### src/rtl/sio_pkg.sv
// Shared constants and FSM state type for the SIO frame receiver.
// The SIO test pattern generator uses the same frame constants.
package sio_pkg;

  // Frame format shared by transmitter and receiver.
  localparam int SIO_FRAME_BITS = 10;
  localparam int SIO_MIN_ZEROS  = 16;

  // Receiver states: hunting for the start bit, shifting data, publishing the word.
  typedef enum logic [1:0] {
    HUNT = 2'd0,
    DATA = 2'd1,
    DONE = 2'd2
  } sio_state_e;

  // Number of bits needed to hold the values 0..max_val.
  function automatic int sio_cnt_width(input int max_val);
    int w;
    w = 1;
    while ((1 << w) <= max_val) w++;
    return w;
  endfunction

endpackage

### src/rtl/sio_sync_edge.sv
// Two-flop synchroniser for an asynchronous input, followed by an edge
// register. rise/fall are single-cycle pulses derived from the synchronised
// level, so an edge on the pin shows up as a pulse about three clocks later.
module sio_sync_edge (
  input  logic clk,
  input  logic rst_n,
  input  logic din,
  output logic sync,
  output logic rise,
  output logic fall
);

  logic meta_q;
  logic sync_q;
  logic prev_q;

  // Synchroniser chain plus one extra stage to compare against.
  always_ff @(posedge clk or negedge rst_n) begin
    if (!rst_n) begin
      meta_q <= 1'b0;
      sync_q <= 1'b0;
      prev_q <= 1'b0;
    end else begin
      meta_q <= din;
      sync_q <= meta_q;
      prev_q <= sync_q;
    end
  end

  assign sync = sync_q;
  assign rise = sync_q & ~prev_q;
  assign fall = ~sync_q & prev_q;

endmodule

### src/rtl/sio_frame_rx.sv
// SIO frame receiver: oversamples the asynchronous SioClk/SioDat pair on
// MCLK and decodes frames of (>= MIN_ZEROS zeros, '1' start bit,
// FRAME_BITS data bits MSB first) into parallel words.
//
// Optional build macro SIO_RX_CHECK_EN adds ExpData, Mismatch and ErrCount
// for comparing each decoded word against an expected value.
//
// Output strobe: RxValid is a one-cycle valid with no ready; the consumer
// must capture RxData in the cycle RxValid is high (RxData also holds until
// the next frame). Mismatch, when present, is qualified by the same strobe.
//
// fsm_state and sio_lines expose the receiver state and the synchronised
// SioClk/SioDat levels for observation.
module sio_frame_rx
  import sio_pkg::*;
#(
  parameter int FRAME_BITS = SIO_FRAME_BITS,
  parameter int MIN_ZEROS  = SIO_MIN_ZEROS,
  parameter int TIMEOUT    = 2**20
) (
  input  logic                  MCLK,
  input  logic                  nReset,
  input  logic                  SioClk,
  input  logic                  SioDat,
  output logic [FRAME_BITS-1:0] RxData,
  output logic                  RxValid,
  output logic [15:0]           FrameCount,
  output logic                  LinkUp,
  output logic [1:0]            fsm_state,
  output logic [1:0]            sio_lines
`ifdef SIO_RX_CHECK_EN
  ,
  input  logic [FRAME_BITS-1:0] ExpData,
  output logic                  Mismatch,
  output logic [15:0]           ErrCount
`endif
);

  localparam int ZW = sio_cnt_width(MIN_ZEROS);
  localparam int BW = sio_cnt_width(FRAME_BITS - 1);
  localparam int TW = sio_cnt_width(TIMEOUT - 1);

  localparam logic [ZW-1:0] ZMAX  = ZW'(MIN_ZEROS);
  localparam logic [BW-1:0] BLAST = BW'(FRAME_BITS - 1);
  localparam logic [TW-1:0] TLAST = TW'(TIMEOUT - 1);

  sio_state_e state;
  sio_state_e state_next;

  logic                  clk_sync;
  logic                  clk_rise;
  logic                  clk_fall;
  logic                  dat_meta;
  logic                  dat_sync;
  logic                  sample_en;
  logic                  timeout;
  logic                  done_fire;
  logic [ZW-1:0]         zcnt;
  logic [BW-1:0]         bitcnt;
  logic [TW-1:0]         tcnt;
  logic [FRAME_BITS-1:0] shreg;

  // SioClk: synchronised level plus edge pulses.
  sio_sync_edge u_clk_sync (
    .clk   (MCLK),
    .rst_n (nReset),
    .din   (SioClk),
    .sync  (clk_sync),
    .rise  (clk_rise),
    .fall  (clk_fall)
  );

  // SioDat only needs its synchronised level; the same two-flop depth keeps
  // it aligned with the SioClk edge pulses.
  always_ff @(posedge MCLK or negedge nReset) begin
    if (!nReset) begin
      dat_meta <= 1'b0;
      dat_sync <= 1'b0;
    end else begin
      dat_meta <= SioDat;
      dat_sync <= dat_meta;
    end
  end

  // A falling SioClk edge lands mid-bit: that is where data is sampled.
  assign sample_en = clk_fall;
  assign timeout   = (tcnt == TLAST);
  assign done_fire = (state == DONE) && !timeout;

  // Link watchdog: cleared by any SioClk edge, restarts after firing.
  always_ff @(posedge MCLK or negedge nReset) begin
    if (!nReset) begin
      tcnt <= '0;
    end else if (clk_rise || clk_fall || timeout) begin
      tcnt <= '0;
    end else begin
      tcnt <= tcnt + TW'(1);
    end
  end

  // FSM state register.
  always_ff @(posedge MCLK or negedge nReset) begin
    if (!nReset) begin
      state <= HUNT;
    end else begin
      state <= state_next;
    end
  end

  // FSM next state; a timeout overrides any sample in the same cycle.
  always_comb begin
    state_next = state;
    case (state)
      HUNT: begin
        if (sample_en && dat_sync && (zcnt == ZMAX)) state_next = DATA;
      end
      DATA: begin
        if (sample_en && (bitcnt == BLAST)) state_next = DONE;
      end
      DONE: begin
        state_next = HUNT;
      end
      default: begin
        state_next = HUNT;
      end
    endcase
    if (timeout) state_next = HUNT;
  end

  // Datapath: hunt-zero counter, data shifter and published outputs.
  always_ff @(posedge MCLK or negedge nReset) begin
    if (!nReset) begin
      zcnt       <= '0;
      bitcnt     <= '0;
      shreg      <= '0;
      RxData     <= '0;
      RxValid    <= 1'b0;
      FrameCount <= '0;
      LinkUp     <= 1'b0;
    end else begin
      RxValid <= 1'b0;
      if (timeout) begin
        // Link lost: drop any partial word and require fresh hunt zeros.
        LinkUp <= 1'b0;
        zcnt   <= '0;
      end else begin
        case (state)
          HUNT: begin
            if (sample_en) begin
              if (!dat_sync) begin
                if (zcnt != ZMAX) zcnt <= zcnt + ZW'(1);
              end else if (zcnt == ZMAX) begin
                bitcnt <= '0;
              end else begin
                // A '1' after too few zeros is a runt or glitch.
                zcnt <= '0;
              end
            end
          end
          DATA: begin
            if (sample_en) begin
              shreg  <= {shreg[FRAME_BITS-2:0], dat_sync};
              bitcnt <= bitcnt + BW'(1);
            end
          end
          DONE: begin
            RxData     <= shreg;
            RxValid    <= 1'b1;
            FrameCount <= FrameCount + 16'd1;
            LinkUp     <= 1'b1;
            zcnt       <= '0;
          end
          default: begin
            zcnt <= '0;
          end
        endcase
      end
    end
  end

`ifdef SIO_RX_CHECK_EN
  // Compare each completed word with the expected value; error count saturates.
  always_ff @(posedge MCLK or negedge nReset) begin
    if (!nReset) begin
      Mismatch <= 1'b0;
      ErrCount <= '0;
    end else begin
      Mismatch <= 1'b0;
      if (done_fire && (shreg != ExpData)) begin
        Mismatch <= 1'b1;
        if (ErrCount != 16'hFFFF) ErrCount <= ErrCount + 16'd1;
      end
    end
  end
`endif

  assign fsm_state = state;
  assign sio_lines = {clk_sync, dat_sync};

endmodule

### config.mk
export PLATFORM = sky130hd
export DESIGN_NAME = sio_frame_rx
export DESIGN_NICKNAME = d
export VERILOG_FILES = /design/src/rtl/sio_pkg.sv /design/src/rtl/sio_sync_edge.sv /design/src/rtl/sio_frame_rx.sv
export SDC_FILE = /design/constraint.sdc
export NUM_CORES = 1
export LEC_CHECK = 0
export CAP_MARGIN = 10
export CORE_UTILIZATION = 50
export DETAILED_ROUTE_END_ITERATION = 10
export GPL_TIMING_DRIVEN = 0
export PLACE_DENSITY = 0.79
export REMOVE_ABC_BUFFERS = 1
export SLEW_MARGIN = 20
export SYNTH_ARGS = -nofsm -noshare
export SYNTH_HDL_FRONTEND = slang
export SYNTH_SLANG_ARGS = --single-unit
export TNS_END_PERCENT = 10
### constraint.sdc
create_clock -name MCLK -period 2.2 [get_ports MCLK]
set_clock_uncertainty 0.15 [all_clocks]
set_input_delay 0.44 -clock MCLK [delete_from_list [all_inputs] [get_ports MCLK]]
set_output_delay 0.44 -clock MCLK [all_outputs]
set_load 0.01 [all_outputs]
==> flow_summary.rst, run 1 <==
.. list-table::
   :header-rows: 1

   * - Metric
     - Value
   * - Setup-failing EPs final
     - 0
   * - Diodes inserted
     - 0
   * - Final nets
     - 336
   * - Worst ir drop on vdd
     - 0.000487 V
   * - Worst EP arrival
     - ~1.6 ns
   * - Filler cells
     - 491
   * - Post-detailed-route DRC marker count
     - 0
   * - Combined area of all synthesized cells
     - roughly 3300 sq um
   * - Global route overflow
     - 0
   * - Top area cells in the synthesized netlist
     - sky130_fd_sc_hd__dfrtp_1, sky130_fd_sc_hd__xnor2_1, sky130_fd_sc_hd__mux2_2
   * - Hold Violations, Final
     - 0
   * - Wire length of the first global-routing pass
     - 10800 um
   * - Post-place setup slack
     - -0.322 ns
   * - Maximum number of buffers from clock root to sink
     - 2
   * - Crit end category
     - output pin
   * - Transition at the pin with the smallest max-transition slack
     - 0.427 ns
   * - Delay of the slowest critical-path stage
     - 0.63 ns
   * - Number of buffers added by the clock tree synthesis step
     - 9
   * - Vias post-DR
     - 2225
   * - Avg Cell Area, Syn
     - between 10 and 15 sq um
   * - Worst flop-to-flop path startpoint
     - zcnt[1]
   * - Result of the run
     - complete, no violations
   * - Number of global-route vias before repair
     - 2308
   * - Logic depth of the worst register-to-register path
     - 6
   * - Fraction of final layout cells sized beyond drive strength 1
     - 18.5%
   * - Area occupied by multi-input gates
     - 1420 sq um
   * - Routability congestion estimate from global placement
     - about 0.77
   * - Prevailing post-synth register cell
     - sky130_fd_sc_hd__dfrtp_1
   * - Critical Path, Cell by Cell
     - clkdlybuf4s50_1
   * - Placed wire-length estimate
     - 4150 um
   * - Slack of the worst reg-to-reg path
     - 0.04 ns
   * - Clock root buffer
     - sky130_fd_sc_hd__clkbuf_8
   * - Initial core utilization
     - 52.0%
   * - Worst-path cell with the longest stage delay
     - sky130_fd_sc_hd__clkdlybuf4s50_1
   * - Later-pin clock latency in the skew report
     - 0.35 ns
   * - Worst-path maximum fanout
     - 12
   * - Overall power after layout
     - 2.49 mW
   * - Final Max Slew Viols
     - 0
   * - Fin crit period
     - between 2 and 2.5 ns
   * - Critical Path Start Type
     - register
   * - Total die area
     - 6930 sq um
   * - YS warnings
     - 0
   * - Worst Hold Endpoint
     - dat_sync
   * - Required time at the worst-slack endpoint
     - 1.61 ns
   * - Most common cell after layout, fill and taps aside
     - sky130_fd_sc_hd__dfrtp_1
   * - Number of distinct library cell variants in the gate-level netlist after synthesis
     - 43
   * - Number of antenna violations at the first check in global routing
     - 0
   * - Core region area
     - about 6300 sq um
   * - Cell count after synthesis
     - 282
   * - Sequential Area
     - 1850 sq um
   * - Worst hold margin
     - roughly 0.21 ns
   * - Achievable Freq
     - 460 MHz
   * - GR Util All Layers
     - 19.7%
   * - Top Ports
     - 36
   * - Avg Vias per Cell
     - 5.47
   * - Cell taking the most area after synthesis
     - sky130_fd_sc_hd__dfrtp_1
   * - Pin count of the biggest net entering global routing
     - 53
   * - Finished Cell Area
     - 4020 sq um
   * - Clk pin slew, worst setup/hold paths
     - ~0.09 ns
   * - Vertical die dimension
     - 83.3 um
   * - Iteration count of the initial detailed-routing pass
     - 4
   * - Top library cells by usage in the layout, fill and taps aside
     - sky130_fd_sc_hd__dfrtp_1, sky130_fd_sc_hd__clkdlybuf4s50_1, sky130_fd_sc_hd__nor2_1
   * - # rows
     - 29
   * - Number of enable-type register cells in the synthesized netlist
     - 0
   * - Hold path startpoint
     - dat_meta
   * - Power per standard cell area
     - 619 nW/um^2
   * - WS Path Type
     - register to output pin
   * - Number of nets with antenna violations after routing
     - 0
   * - R2r endpoint
     - zcnt[2]
   * - Share of flip-flops with an asynchronous set or reset after synthesis
     - 100%
   * - Normalized max-slew margin
     - 71.3%
   * - Static leakage
     - 1.77 nW
   * - Min-Delay Path Class
     - register to register
   * - Clock sinks
     - 74
   * - 1st-iter DRT viols
     - 141
   * - Post-route fraction of the period consumed by the critical path
     - 98.8%
   * - Max-capacitance violation count
     - 0
   * - Number of buffer cells added on primary ports
     - 35
   * - Crit path max-delay family
     - buffers and inverters
   * - CTS tree
     - done
   * - Part of the Yosys area used for sequential elements
     - between 50 and 60%
   * - Horizontal die dimension
     - 83.3 um
   * - Setup repair after global routing missed its margin
     - true
   * - Total wire length
     - about 6000 um
   * - Drt wl/cell
     - 14.8 um
   * - CTS H-Tree Depth
     - 3
   * - Placed cell areas
     - 3740 sq um
   * - Fraction of post-synthesis cell area in the top cell type by area
     - 56.1%
   * - Instance count along the most critical hold path
     - 0
   * - Buf+Inv Stages, Crit Path
     - 1
   * - Relative area change from synthesis to final layout
     - 21.7%
   * - Worst-case setup margin in the final layout
     - between 0.02 and 0.03 ns
   * - Final design utilization
     - approximately 63%
   * - FF+latch count, synth
     - 74
[power breakdown]
part,total [mW],switching [mW],internal (mW)
clock,0.969,0.543,0.426
combinational,0.108,0.0629,0.0449
sequential,1.41,0.0285,1.38
[cell usage after synthesis (all sizes together), types with 2 or more instances]
library cell,number
inv,7
xor2,9
nand4,15
clkbuf,5
mux2,22
o311ai,2
ha,7
a311oi,2
and3,6
buf,6
dfrtp,74
o21ai,2
nand3,16
a31oi,2
nor3,3
nand2,21
and2,5
xnor2,24
nor2,32
and4,2
a21oi,6
[repair_timing]
| action | CTS | global route |
|---|---|---|
| hold buffers | 1 | 0 |
| buffers inserted | 2 | 3 |
| endpoints found under the hold margin | 22 | 0 |
| pin swaps | 2 | 3 |
| resized for setup | 7 | 8 |
| endpoints found under the setup margin | 57 | 61 |
[sequential cells by signal, summed over array words and instances, names as in the netlist]
register,count
zcnt,5
shreg,10
fsm_state,2
RxData,10
LinkUp,1
dat_sync,1
RxValid,1
dat_meta,1
u_clk_sync.meta_q,1
u_clk_sync.prev_q,1
u_clk_sync.sync,1
tcnt,20
FrameCount,16
bitcnt,4
[layer usage]
layer	routed length (um)	share of wire, %	vias up	GRT usage, %
met2	2940	49	39	30.8
met3	186	3.1	12	4.08
met4	144	2.4	0	11.1
li1	-	-	1060	-
met1	2750	46	1114	25.5
met5	0	0	-	0
[through the flow]
stage	std cells	setup TNS (ns)
finish	407	0
global route	407	-0.119
CTS	404	-1.07
detailed placement	385	-8.93
global placement	383	-169.16
floorplan	271	-7.36
[kinds of logic (layout without fill, tap and decap cells)]
group | Yosys count | in the layout | share of synthesized area [%]
AOI/OAI and AO/OA | 18 | 18 | 3.87
xor gates and xnor gates | 33 | 33 | 8.75
adders and majority gates | 7 | 7 | 2.65
buffers and inverters | 18 | 66 | 2.61
DFF | 74 | 74 | 56.1
muxes | 22 | 22 | 8.30
and+or+nand+nor | 110 | 110 | 17.7
[layout make-up]
class / instances / area share (%)
Sequential cell: 74 / 46.1
Timing Repair Buffer: 43 / 10.9
Multi-Input combinational cell: 190 / 35.3
Clock buffer: 9 / 3.08
Clock inverter: 7 / 1.49
Inverter: 7 / 0.654
Tap cell: 77 / 2.40
[worst max path at each step]
stage | cells after the start | endpoint | start
CTS | 5 | FrameCount[1] | tcnt[16]
global route | 6 | zcnt[2] | zcnt[0]
floorplan | 5 | FrameCount[1] | tcnt[0]
detailed placement | 6 | shreg[7] | tcnt[0]
global placement | 1 | tcnt[13] | nReset
finish | 1 | fsm_state[0] | fsm_state[0]
Power figures use the tool's default switching activity.
==> run 2: changes to the inputs <==
--- a/config.mk
+++ b/config.mk
@@ -9,7 +9,7 @@
 export CORE_UTILIZATION = 50
 export DETAILED_ROUTE_END_ITERATION = 10
 export GPL_TIMING_DRIVEN = 0
-export PLACE_DENSITY = 0.79
+export PLACE_DENSITY = 0.75
 export REMOVE_ABC_BUFFERS = 1
 export SLEW_MARGIN = 20
 export SYNTH_ARGS = -nofsm -noshare
==> run 2 against run 1 <==
Core utilization up 1.4 points. Cell count up 1.5%. Critical path type is now register to register. Global-route usage shrank 0.92 points. Clock-buffer cell count grew 1. Sequential share of layout area shrank 1.0 points. Largest cell class unchanged. Fmax increased by 1.3%. Hold slack worse by 0.0032 ns.
==> flow_summary.rst, run 2 (same netlist as run 1, synthesis figures left out) <==
.. list-table::
   :header-rows: 1

   * - Metric
     - Value
   * - Result of the run
     - complete, no violations
   * - Vias post-DR
     - between 2000 and 2500
   * - Placed wire-length estimate
     - 4060 um
   * - Routability congestion estimate from global placement
     - 0.748
   * - Critical Path, Cell by Cell
     - ha_4, nand3_4, nor3_4, buf_4, a311oi_4, buf_8, clkbuf_4, mux2_2
   * - Setup-failing EPs final
     - 0
   * - Diodes inserted
     - 0
   * - Logic depth of the worst register-to-register path
     - 8
   * - Top library cells by usage in the layout, fill and taps aside
     - sky130_fd_sc_hd__dfrtp_1, sky130_fd_sc_hd__clkdlybuf4s50_1, sky130_fd_sc_hd__nor2_1
   * - Post-detailed-route DRC marker count
     - 0
   * - R2r endpoint
     - RxData[9]
   * - Wire length of the first global-routing pass
     - 10200 um
   * - Critical Path Start Type
     - register
   * - Global route overflow
     - 0
   * - Number of antenna violations at the first check in global routing
     - 0
   * - Number of global-route vias before repair
     - ~2200
   * - Worst flop-to-flop path startpoint
     - tcnt[0]
   * - Final nets
     - 342
   * - Pin count of the biggest net entering global routing
     - 59
   * - Post-place setup slack
     - -0.337 ns
   * - Instance count along the most critical hold path
     - 0
   * - Normalized max-slew margin
     - 62.9%
   * - Drt wl/cell
     - around 15 um
   * - Number of flip-flops under the largest register name
     - 20
   * - GR Util All Layers
     - around a fifth
   * - Most common cell after layout, fill and taps aside
     - sky130_fd_sc_hd__dfrtp_1
   * - Placed cell areas
     - between 3000 and 4000 sq um
   * - Number of buffers added by the clock tree synthesis step
     - 9
   * - Top Ports
     - 36
   * - CTS H-Tree Depth
     - 3
   * - Later-pin clock latency in the skew report
     - around 0.35 ns
   * - CTS tree
     - done
   * - Total die area
     - about 6900 sq um
   * - Largest registers in the final layout
     - tcnt (20), FrameCount (16)
   * - Worst-case setup margin in the final layout
     - 0.0544 ns
   * - Power per standard cell area
     - approximately 670 nW/um^2
   * - Final design utilization
     - 64.7%
   * - Core region area
     - 6350 sq um
   * - 1st-iter DRT viols
     - around 110
   * - # rows
     - 29
   * - Worst EP arrival
     - 2.24 ns
   * - Clock sinks
     - 74
   * - Avg Vias per Cell
     - 5.43
   * - Worst Hold Endpoint
     - dat_sync
   * - Total wire length
     - ~6000 um
   * - Worst-path maximum fanout
     - 7
   * - Fraction of final layout cells sized beyond drive strength 1
     - 19.6%
   * - Finished Cell Area
     - 4110 sq um
   * - Iteration count of the initial detailed-routing pass
     - 4
   * - Crit end category
     - register
   * - Number of nets with antenna violations after routing
     - 0
   * - Static leakage
     - about 1.8 nW
   * - Number of buffer cells added on primary ports
     - 35
   * - Worst ir drop on vdd
     - ~0.00046 V
   * - Horizontal die dimension
     - 83.3 um
   * - Vertical die dimension
     - about 83 um
   * - Relative area change from synthesis to final layout
     - 24.4%
   * - Register ranked first by flip-flop count
     - tcnt
   * - Post-route fraction of the period consumed by the critical path
     - 97.5%
   * - Maximum number of buffers from clock root to sink
     - 2
   * - Filler cells
     - ~460
   * - Transition at the pin with the smallest max-transition slack
     - between 0.5 and 0.6 ns
   * - WS Path Type
     - register to register
   * - Min-Delay Path Class
     - register to register
   * - Max-capacitance violation count
     - 0
   * - Worst-path cell with the longest stage delay
     - sky130_fd_sc_hd__dfrtp_1
   * - Hold Violations, Final
     - 0
   * - Slack of the worst reg-to-reg path
     - 0.05 ns
   * - Required time at the worst-slack endpoint
     - 2.29 ns
   * - Hold path startpoint
     - dat_meta
   * - Final Max Slew Viols
     - 0
   * - Initial core utilization
     - 52.0%
   * - Achievable Freq
     - 466 MHz
   * - Clk pin slew, worst setup/hold paths
     - around 0.080 ns
   * - Fin crit period
     - around 2.1 ns
   * - Clock root buffer
     - sky130_fd_sc_hd__clkbuf_8
   * - Delay of the slowest critical-path stage
     - 0.44 ns
## run 2: how the worst max path moves through the flow
| stage | slack [ns] | endpoint | start |
|---|---|---|---|
| 2_1_floorplan | -0.34 | FrameCount[1] | tcnt[0] |
| 3_3_place_gp | -1.99 | tcnt[13] | nReset |
| 3_5_place_dp | -0.34 | shreg[9] | tcnt[0] |
| 4_1_cts | -0.0003 | FrameCount[1] | tcnt[0] |
| 5_1_grt | -0.007 | RxData[6] | tcnt[16] |
| 6_report | 0.05 | RxData[9] | tcnt[0] |
## run 2: what timing repair did
action                                  4_1_cts  5_1_grt
endpoints found under the hold margin        16        0
gates resized for setup                       4        8
buffers inserted                              3        8
pin swaps                                     2        5
endpoints found under the setup margin       46       30
cloned                                        0        0
hold buffers                                  1        0
## run 2: cell type report
class	instances	area [sq um]	share of cell area [%]
Sequential cell	74	1850	45.1
Tap cell	77	96.3	2.34
Clock inverter	6	95.1	2.31
Multi-Input combinational cell	190	1410	34.4
Inverter	7	26.3	0.639
Timing Repair Buffer	49	487	11.8
Clock buffer	10	138	3.35
## run 2: per-layer routing
layer | vias to the layer above | wire, um | global-route usage [%]
met3 | 14 | 164 | 4.57
met1 | 1118 | 2820 | 23.6
met2 | 38 | 2940 | 30.1
li1 | 1073 | - | -
met4 | 0 | 159 | 9.72
met5 | - | 0 | 0
## run 2: critical path, delay by kind of cell, from the launching register on
family                   cells  cell delay [ns]
AO/OA/AOI/OAI                1             0.27
multiplexers                 1             0.34
buffers and inverters        3             0.47
flip-flops                   1             0.44
AND/OR/NAND/NOR              2             0.17
adder cells (fa/ha/maj)      1             0.20
## run 2: report_power, final
| group | switching [mW] | internal (mW) | total (mW) |
|---|---|---|---|
| Combinational | 0.0645 | 0.0541 | 0.119 |
| Sequential | 0.0300 | 1.38 | 1.41 |
| Clock | 0.527 | 0.683 | 1.21 |
## run 2: per-stage QoR
| stage | setup TNS [ns] | total power [mW] | instances | hold WS (ns) |
|---|---|---|---|---|
| final | 0 | 2.74 | 413 | 0.204 |
| after global routing | -0.0305 | 2.84 | 413 | 0.209 |
| after CTS | -0.000322 | 2.75 | 405 | 0.208 |
| after detailed placement | -7.22 | 1.53 | 385 | 0.175 |
| after global placement | -171.99 | 1.52 | 383 | 0.183 |
| after floorplan | -7.36 | 1.47 | 271 | -0.00559 |
==> run 3: changes to the inputs <==
--- a/config.mk
+++ b/config.mk
@@ -5,7 +5,7 @@
 export SDC_FILE = /design/constraint.sdc
 export NUM_CORES = 1
 export LEC_CHECK = 0
-export CAP_MARGIN = 10
+export CAP_MARGIN = 25
 export CORE_UTILIZATION = 50
 export DETAILED_ROUTE_END_ITERATION = 10
 export GPL_TIMING_DRIVEN = 0
==> run 3 against run 2 <==
Largest power group unchanged. Cell count shrank 1.2%. Hold slack about the same. Fmax is 0.76% higher. Core utilization shrank 0.83 points. Final area fell by 1.3%. Highest routed layer unchanged. Sequential share of layout area is 0.58 points higher.
==> flow_summary.rst, run 3 (same netlist as run 1, synthesis figures left out) <==
.. list-table::
   :header-rows: 1

   * - Metric
     - Value
   * - Iteration count of the initial detailed-routing pass
     - 4
   * - Logic depth of the worst register-to-register path
     - 6
   * - Maximum number of buffers from clock root to sink
     - 2
   * - Global route overflow
     - 0
   * - Static leakage
     - 1.80 nW
   * - 1st-iter DRT viols
     - 117
   * - Max-capacitance violation count
     - 0
   * - Number of nets with antenna violations after routing
     - 0
   * - Crit end category
     - register
   * - Worst ir drop on vdd
     - 0.000429 V
   * - Number of global-route vias before repair
     - 2163
   * - Normalized max-slew margin
     - 62.2%
   * - Total wire length
     - 6000 um
   * - CTS H-Tree Depth
     - 3
   * - Most common cell after layout, fill and taps aside
     - sky130_fd_sc_hd__dfrtp_1
   * - Relative area change from synthesis to final layout
     - 22.8%
   * - Register ranked first by flip-flop count
     - tcnt
   * - Core region area
     - 6350 sq um
   * - Hold Violations, Final
     - 0
   * - Number of flip-flops under the largest register name
     - 20
   * - Critical Path Start Type
     - register
   * - Final Max Slew Viols
     - 0
   * - Transition at the pin with the smallest max-transition slack
     - 0.566 ns
   * - Number of antenna violations at the first check in global routing
     - 0
   * - Clock root buffer
     - sky130_fd_sc_hd__clkbuf_8
   * - Later-pin clock latency in the skew report
     - 0.35 ns
   * - Clk pin slew, worst setup/hold paths
     - 0.08 ns
   * - Fraction of final layout cells sized beyond drive strength 1
     - 18.1%
   * - Final design utilization
     - 63.9%
   * - Buf+Inv Stages, Crit Path
     - 1
   * - Number of buffers added by the clock tree synthesis step
     - 9
   * - Min-Delay Path Class
     - register to register
   * - Total die area
     - 6930 sq um
   * - Diodes inserted
     - 0
   * - Worst hold margin
     - 0.204 ns
   * - Top library cells by usage in the layout, fill and taps aside
     - sky130_fd_sc_hd__dfrtp_1, sky130_fd_sc_hd__clkdlybuf4s50_1, sky130_fd_sc_hd__nor2_1
   * - WS Path Type
     - register to register
   * - Horizontal die dimension
     - roughly 83 um
   * - Initial core utilization
     - 52.0%
   * - Instance count along the most critical hold path
     - 0
   * - Worst-path cell with the longest stage delay
     - sky130_fd_sc_hd__or4b_1
   * - Pin count of the biggest net entering global routing
     - 59
   * - GR Util All Layers
     - 18.7%
   * - Placed wire-length estimate
     - roughly 4000 um
   * - # rows
     - 29
   * - Setup repair after global routing missed its margin
     - false
   * - Routability congestion estimate from global placement
     - 0.748
   * - Worst EP arrival
     - roughly 2.3 ns
   * - Delay of the slowest critical-path stage
     - 0.50 ns
   * - Wire length of the first global-routing pass
     - approximately 10000 um
   * - Setup-failing EPs final
     - 0
   * - Post-detailed-route DRC marker count
     - 0
   * - Post-route fraction of the period consumed by the critical path
     - 96.8%
   * - Worst-path maximum fanout
     - 7
   * - Worst-case setup margin in the final layout
     - 0.0707 ns
   * - CTS tree
     - done
   * - Number of buffer cells added on primary ports
     - 35
   * - Top Ports
     - 36
   * - Clock sinks
     - 74
   * - Power per standard cell area
     - just under 700 nW/um^2
   * - Achievable Freq
     - approximately 470 MHz
   * - Drt wl/cell
     - 14.7 um
   * - Largest registers in the final layout
     - tcnt (20), FrameCount (16)
   * - Final nets
     - 337
   * - Vertical die dimension
     - 83.3 um
   * - Vias post-DR
     - 2206
   * - Required time at the worst-slack endpoint
     - 2.32 ns
   * - Critical Path, Cell by Cell
     - inv_1, ha_1, nor4bb_2, or3b_4, or4b_1, a21oi_1
   * - Result of the run
     - complete, no violations
   * - Post-place setup slack
     - -0.330 ns
   * - Filler cells
     - 460
   * - Fin crit period
     - 2.13 ns
   * - Crit. path cell count
     - 6
   * - Avg Vias per Cell
     - 5.41
   * - Crit path max-delay family
     - simple AND/OR/NAND/NOR gates
[run 3: path summary, 6_finish.rpt]
kind	end	start	slack, ns
max in group asynchronous	zcnt[0]	nReset	1.02
min in group asynchronous	FrameCount[4]	nReset	0.33
setup / recovery	zcnt[2]	zcnt[0]	0.07
hold reg to reg	dat_sync	dat_meta	0.20
setup reg to reg	zcnt[2]	zcnt[0]	0.07
hold / removal	dat_sync	dat_meta	0.20
[run 3: report_power, final]
part | switching (mW) | total, mW | internal [mW] | leakage, nW
Clock | 0.524 | 1.21 | 0.683 | 0.118
Sequential | 0.0267 | 1.41 | 1.38 | 1.02
Combinational | 0.0646 | 0.116 | 0.0517 | 0.670
[run 3: area by class of cell]
class | count | area, sq um | share of cell area [%]
Sequential cell | 74 | 1850 | 45.7
Clock buffer | 10 | 138 | 3.39
Multi-Input combinational cell | 190 | 1400 | 34.5
Inverter | 7 | 26.3 | 0.648
Timing Repair Buffer | 44 | 445 | 11.0
Clock inverter | 6 | 95.1 | 2.34
Tap cell | 77 | 96.3 | 2.38
[run 3: metrics by stage]
stage | std cells | total power [mW] | setup TNS, ns | area (sq um)
finish | 408 | 2.73 | 0 | 4060
CTS | 404 | 2.75 | 0 | 4010
detailed placement | 385 | 1.53 | -7.18 | 3740
global route | 408 | 2.84 | 0 | 4060
global placement | 383 | 1.52 | -171.99 | 3690
floorplan | 271 | 1.47 | -7.36 | 3240
[run 3: layer usage]
metal  up-vias  global-route usage, %  part of all wire [%]
met4         0                   9.09                   2.2
met1      1087                   23.8                    46
met5         -                      0                     0
met2        38                   30.5                    49
met3        10                   3.78                   2.9
li1       1071                      -                     -
[run 3: what timing repair did]
action	in CTS	in global routing
endpoints found under the hold margin	16	0
buffers inserted	2	4
cloned	0	0
gates resized for setup	5	4
setup endpoints to repair	47	19
hold buffers	1	0
pin swaps	2	4
